<file path="src/rtl/rv32_regfile_pkg.sv">
// Shared widths, register count and index/data types for the RV32I register file.
package rv32_regfile_pkg;

    localparam int unsigned DATA_WIDTH = 32;
    localparam int unsigned ADDR_WIDTH = 5;
    localparam int unsigned NUM_REGS   = 2 ** ADDR_WIDTH;
    localparam int unsigned ZERO_REG   = 0;

    typedef logic [ADDR_WIDTH-1:0] reg_addr_t;
    typedef logic [DATA_WIDTH-1:0] reg_data_t;

endpackage

</file>
<file path="src/rtl/rv32_register_file_if.sv">
// Decode/writeback bus of the register file: two read ports and one write port.
interface rv32_register_file_if #(
    parameter int unsigned DATA_WIDTH = rv32_regfile_pkg::DATA_WIDTH,
    parameter int unsigned ADDR_WIDTH = rv32_regfile_pkg::ADDR_WIDTH
);

    logic [ADDR_WIDTH-1:0] r1Address;
    logic [ADDR_WIDTH-1:0] r2Address;
    logic [DATA_WIDTH-1:0] r1Data;
    logic [DATA_WIDTH-1:0] r2Data;
    logic                  writeRegister;
    logic [ADDR_WIDTH-1:0] writeAddress;
    logic [DATA_WIDTH-1:0] writeData;

    modport master (
        output r1Address, r2Address, writeRegister, writeAddress, writeData,
        input  r1Data, r2Data
    );

    modport slave (
        input  r1Address, r2Address, writeRegister, writeAddress, writeData,
        output r1Data, r2Data
    );

endinterface

</file>
<file path="src/rtl/rv32_regfile_read_port.sv">
// One combinational read port: x0 forced to zero, optional same-cycle write bypass
// when REGFILE_WRITE_BYPASS_EN is defined.
module rv32_regfile_read_port #(
    parameter int unsigned DATA_WIDTH = rv32_regfile_pkg::DATA_WIDTH,
    parameter int unsigned ADDR_WIDTH = rv32_regfile_pkg::ADDR_WIDTH
) (
    input  logic [ADDR_WIDTH-1:0]                            addr,
    input  logic [(1 << ADDR_WIDTH)-1:0][DATA_WIDTH-1:0]     regs,
`ifdef REGFILE_WRITE_BYPASS_EN
    input  logic                                             reset,
    input  logic                                             write_en,
    input  logic [ADDR_WIDTH-1:0]                            write_addr,
    input  logic [DATA_WIDTH-1:0]                            write_data,
`endif
    output logic [DATA_WIDTH-1:0]                            data
);

    import rv32_regfile_pkg::*;

    always_comb begin
        data = regs[addr];
`ifdef REGFILE_WRITE_BYPASS_EN
        if (write_en && !reset && (write_addr != ADDR_WIDTH'(ZERO_REG)) && (write_addr == addr)) begin
            data = write_data;
        end
`endif
        if (addr == ADDR_WIDTH'(ZERO_REG)) begin
            data = '0;
        end
    end

endmodule

</file>
<file path="src/rtl/rv32_register_file.sv">
// RV32I integer register file: 2 combinational reads, 1 synchronous write, x0 hardwired.
// Optional same-cycle write bypass on the read ports: REGFILE_WRITE_BYPASS_EN.
module rv32_register_file #(
    parameter int unsigned DATA_WIDTH = rv32_regfile_pkg::DATA_WIDTH,
    parameter int unsigned ADDR_WIDTH = rv32_regfile_pkg::ADDR_WIDTH
) (
    input  logic                 clk,
    input  logic                 reset,
    rv32_register_file_if.slave  rf
);

    import rv32_regfile_pkg::*;

    localparam int unsigned NumRegs = 1 << ADDR_WIDTH;

    logic [NumRegs-1:0][DATA_WIDTH-1:0] regs;

    // Entry 0 has no storage at all, so no write path can ever reach it.
    assign regs[ZERO_REG] = '0;

    for (genvar i = 1; i < NumRegs; i++) begin : g_regs
        logic [DATA_WIDTH-1:0] data_q;

        always_ff @(posedge clk or posedge reset) begin
            if (reset) begin
                data_q <= '0;
            end else if (rf.writeRegister && (rf.writeAddress == ADDR_WIDTH'(i))) begin
                data_q <= rf.writeData;
            end
        end

        assign regs[i] = data_q;
    end

    rv32_regfile_read_port #(
        .DATA_WIDTH (DATA_WIDTH),
        .ADDR_WIDTH (ADDR_WIDTH)
    ) u_read_port1 (
        .addr       (rf.r1Address),
        .regs       (regs),
`ifdef REGFILE_WRITE_BYPASS_EN
        .reset      (reset),
        .write_en   (rf.writeRegister),
        .write_addr (rf.writeAddress),
        .write_data (rf.writeData),
`endif
        .data       (rf.r1Data)
    );

    rv32_regfile_read_port #(
        .DATA_WIDTH (DATA_WIDTH),
        .ADDR_WIDTH (ADDR_WIDTH)
    ) u_read_port2 (
        .addr       (rf.r2Address),
        .regs       (regs),
`ifdef REGFILE_WRITE_BYPASS_EN
        .reset      (reset),
        .write_en   (rf.writeRegister),
        .write_addr (rf.writeAddress),
        .write_data (rf.writeData),
`endif
        .data       (rf.r2Data)
    );

endmodule

</file>
<file path="src/flat_wrapper.sv">
// flat-port wrapper written by rule: the top's interface ports become plain ports
module rv32_register_file_flat import rv32_regfile_pkg::*;
#(
    parameter int unsigned DATA_WIDTH = rv32_regfile_pkg::DATA_WIDTH,
    parameter int unsigned ADDR_WIDTH = rv32_regfile_pkg::ADDR_WIDTH
)
  (clk, reset, rf_r1Address, rf_r2Address, rf_writeRegister, rf_writeAddress, rf_writeData, rf_r1Data, rf_r2Data);
  rv32_register_file_if #(.DATA_WIDTH(DATA_WIDTH), .ADDR_WIDTH(ADDR_WIDTH)) rf_i ();
  input  logic clk;
  input  logic reset;
  input wire logic [$bits(rf_i.r1Address)-1:0] rf_r1Address;
  input wire logic [$bits(rf_i.r2Address)-1:0] rf_r2Address;
  input wire logic [$bits(rf_i.writeRegister)-1:0] rf_writeRegister;
  input wire logic [$bits(rf_i.writeAddress)-1:0] rf_writeAddress;
  input wire logic [$bits(rf_i.writeData)-1:0] rf_writeData;
  output wire logic [$bits(rf_i.r1Data)-1:0] rf_r1Data;
  output wire logic [$bits(rf_i.r2Data)-1:0] rf_r2Data;
  assign rf_i.r1Address = rf_r1Address;
  assign rf_i.r2Address = rf_r2Address;
  assign rf_i.writeRegister = rf_writeRegister;
  assign rf_i.writeAddress = rf_writeAddress;
  assign rf_i.writeData = rf_writeData;
  assign rf_r1Data = rf_i.r1Data;
  assign rf_r2Data = rf_i.r2Data;
  rv32_register_file #(.DATA_WIDTH(DATA_WIDTH), .ADDR_WIDTH(ADDR_WIDTH)) u_core (.clk(clk), .reset(reset), .rf(rf_i));
endmodule
</file>
<file path="config.mk">
export PLATFORM = sky130hd
export DESIGN_NAME = rv32_register_file_flat
export DESIGN_NICKNAME = d
export VERILOG_FILES = /design/src/rtl/rv32_regfile_pkg.sv /design/src/rtl/rv32_register_file_if.sv /design/src/rtl/rv32_regfile_read_port.sv /design/src/rtl/rv32_register_file.sv /design/src/flat_wrapper.sv
export SDC_FILE = /design/constraint.sdc
export NUM_CORES = 2
export LEC_CHECK = 0
export CAP_MARGIN = 15
export CORE_UTILIZATION = 50
export CTS_BUF_LIST = sky130_fd_sc_hd__clkbuf_4 sky130_fd_sc_hd__clkbuf_8 sky130_fd_sc_hd__clkbuf_16
export CTS_CLUSTER_SIZE = 40
export DETAILED_ROUTE_END_ITERATION = 10
export GPL_ROUTABILITY_DRIVEN = 1
export HOLD_SLACK_MARGIN = 0.06
export PLACE_DENSITY_LB_ADDON = 0.05
export SLEW_MARGIN = 5
export SYNTH_ARGS = -nofsm -noshare
export SYNTH_HDL_FRONTEND = slang
export SYNTH_SLANG_ARGS = --single-unit
export TNS_END_PERCENT = 30
</file>
<file path="constraint.sdc">
create_clock -name clk -period 100.7 [get_ports clk]
set_input_delay 20.14 -clock clk [delete_from_list [all_inputs] [get_ports clk]]
set_output_delay 20.14 -clock clk [all_outputs]
set_load 0.005 [all_outputs]
</file>
==> flow_summary.yaml <==
status:
  status: "finished clean"
synth:
  synth_async_sr_flop_share_pct: 100
  synth.area.top_cells: "dfrtp_1 46%, mux2_2 21%, mux2i_1 13%"
  synth_top_area_share_pct: 46.2
  synth-seq-cells: 992
  synth.most_common_cell: "mux2_2"
  synth_edf_count: 0
  yosysWarnings: 0
  ys.flop_type: "dfrtp_1"
  synth_area_per_cell_um2: 12.9
  synth_common_cells: "1019 x mux2_2, 992 x dfrtp_1, 698 x mux2i_1"
  synthCells: 4159
  syn-cell-area_um2: 53700
  synth_fp_nets: 4209
  ys_types: 44
  synth_area_leader_cell: "dfrtp_1"
  synth_seq_area_share_pct: 46.2
final_layout:
  nNetsFinal: 4096
  design_area_um2: 59400
  largest_registers: "u_core.g_regs.data_q (992)"
  drive_above_1_share_pct: 36.0
  fillers: 8904
  finalNonFillerCells: 5531
  regMostFlops: "u_core.g_regs.data_q"
  area_delta_synth_final_pct: 10.6
  largest_reg_flops: 992
drt:
  wl_per_cell_um: 32.7
  drc: 0
  wl_mm: 181
  ant_nets: 0
  vias_per_cell: 6.68
  dr.pass1.iters: 5
  drt_iter0_markers: 3703
  vias: 36900
sta:
  worst_pin_slew_ns: 1.23
  period_share_pct: 44.7
  finalSetupViolations: 0
  fin_crit_ns: 44.97
  tns_ns: 0
  finalHoldViolCount: 0
  drv_slew: 0
  fmax_mhz: 22.2
  slew_headroom_pct: 17.8
  fin_skew_ns: 0
  rsz0062_at_grt: "false"
floorplanning:
  rows: 119
  fp.dieW_um: 330
  io_pins: 114
  die-area_um2: 109000
  die_height_um: 330
  initial_core_util_pct: 50.7
  coreArea_um2: 106000
critical_path:
  start_kind: "input port"
  arrival_ns: 24.83
  cp-end-kind: "output port"
  critPathKind: "in -> out"
  cp_data_required_time_ns: 80.56
  path_max_fanout: 66
cts:
  clock_latency_ns: 0.70
  cts_tree: "yes"
  clock_sinks: 992
  cts.path.max_buffers: 3
  clockRootBuffer: "clkbuf_16"
  ctsHoldBuffers: 0
  cts_htree_levels: 3
  path_clk_slew_ns: 0.06
  cts_resized: 0
  numCtsBuffers: 114
  cts_setup_buffers: 0
global_route:
  grt_use_total_pct: 33.3
  grt_max_degree: 161
  grt_pass1_wl_mm: 263
  grt_pass1_vias: 36400
  overflow: 0
  antenna_found_initial: 6
placement:
  post_dp_cell_area_um2: 55300
  gp_congestion: 0.828
  hpwl_mm: 101
  place_inst: 5316
  portBuffers: 113
worst_hold_path:
  hp-class: "reg -> reg"
run:
  max_cap_violations: 0
power:
  power.static_leakage_nw: 27.1
  power.density_nw_per_um2: 20.2
  total_power_mw: 1.20
  vdd_drop_max_uv: 16.0
## layout make-up
| type | count | area [um^2] | area share (%) |
|---|---|---|---|
| diodes | 3 | 7.51 | 0.0126 |
| clock buffers | 172 | 3540 | 5.96 |
| clock inverters | 35 | 392 | 0.660 |
| inverters | 3 | 18.8 | 0.0316 |
| multi-input cells | 2724 | 26900 | 45.3 |
| flip-flops and latches | 992 | 24800 | 41.8 |
| well taps | 1391 | 1740 | 2.93 |
| repair buffers | 211 | 1980 | 3.33 |
## worst paths after layout
| path | slack, ns | depth (start not counted) | start | end |
|---|---|---|---|---|
| worst max-delay path | 55.73 | 9 | rf_r2Address[0] | rf_r2Data[31] |
| worst max register to register | 99.88 | 1 | u_core.g_regs[20].data_q[25] | u_core.g_regs[20].data_q[25] |
| min in group asynchronous | 19.98 | 2 | reset | u_core.g_regs[17].data_q[24] |
| worst min register to register | 0.51 | 1 | u_core.g_regs[13].data_q[12] | u_core.g_regs[13].data_q[12] |
| worst min-delay path | 0.51 | 1 | u_core.g_regs[13].data_q[12] | u_core.g_regs[13].data_q[12] |
| max in group asynchronous | 77.52 | 5 | reset | u_core.g_regs[30].data_q[30] |
## per-stage QoR
step | worst slack, ns | hold WS, ns | utilization (%)
2_1_floorplan | 52.65 | 0.470 | -
3_3_place_gp | 55.74 | 0.489 | 52.3
3_5_place_dp | 55.70 | 0.497 | 52.3
4_1_cts | 55.70 | 0.510 | 56.0
5_1_grt | 55.52 | 0.534 | 56.1
6_report | 55.73 | 0.513 | 56.1
## power by group
group	switching [mW]	total, mW	internal, mW
Sequential	0.0598	0.537	0.477
Combinational	0.101	0.228	0.127
Clock	0.173	0.434	0.261
## routing by layer
| metal | track usage [%] | wire length, um | vias up |
|---|---|---|---|
| met5 | 0 | 34 | - |
| met2 | 50.1 | 80700 | 1434 |
| met3 | 5.51 | 12900 | 362 |
| met1 | 48.7 | 80700 | 19700 |
| met4 | 11.1 | 6470 | 4 |
| li1 | - | - | 15500 |
## worst max-delay path, cell delays in order
cell and delay (ns):
buf_8 0.45, buf_4 0.73, buf_4 0.72, buf_4 0.82, mux2i_1 0.18, o22ai_1 0.19, nor3_1 0.14, a211oi_1 0.66
clkdlybuf4s50_1 0.63
## cells in the final DEF (no fill, tap or decap), types with 32 or more instances in the layout
cell type,instances
dfrtp_1,992
mux4_2,100
clkbuf_8,32
o211a_1,32
a22o_1,32
a22oi_1,156
mux2_1,37
nand2_1,127
mux2_2,1019
mux2i_1,698
nand3_1,32
a221o_1,32
clkbuf_16,117
buf_4,91
clkdlybuf4s50_1,107
nor3_1,127
o22ai_1,194
## kinds of logic (layout without fill, tap and decap cells)
| family | Yosys count | count (layout) | synth area share [%] |
|---|---|---|---|
| multiplexers | 1854 | 1854 | 39.4 |
| other | 0 | 3 | 0 |
| AO/OA/AOI/OAI | 479 | 479 | 6.55 |
| AND/OR/NAND/NOR | 391 | 391 | 3.63 |
| buffers and inverters | 443 | 421 | 4.24 |
| flip-flops | 992 | 992 | 46.2 |
(Power assumes the default switching activity.)
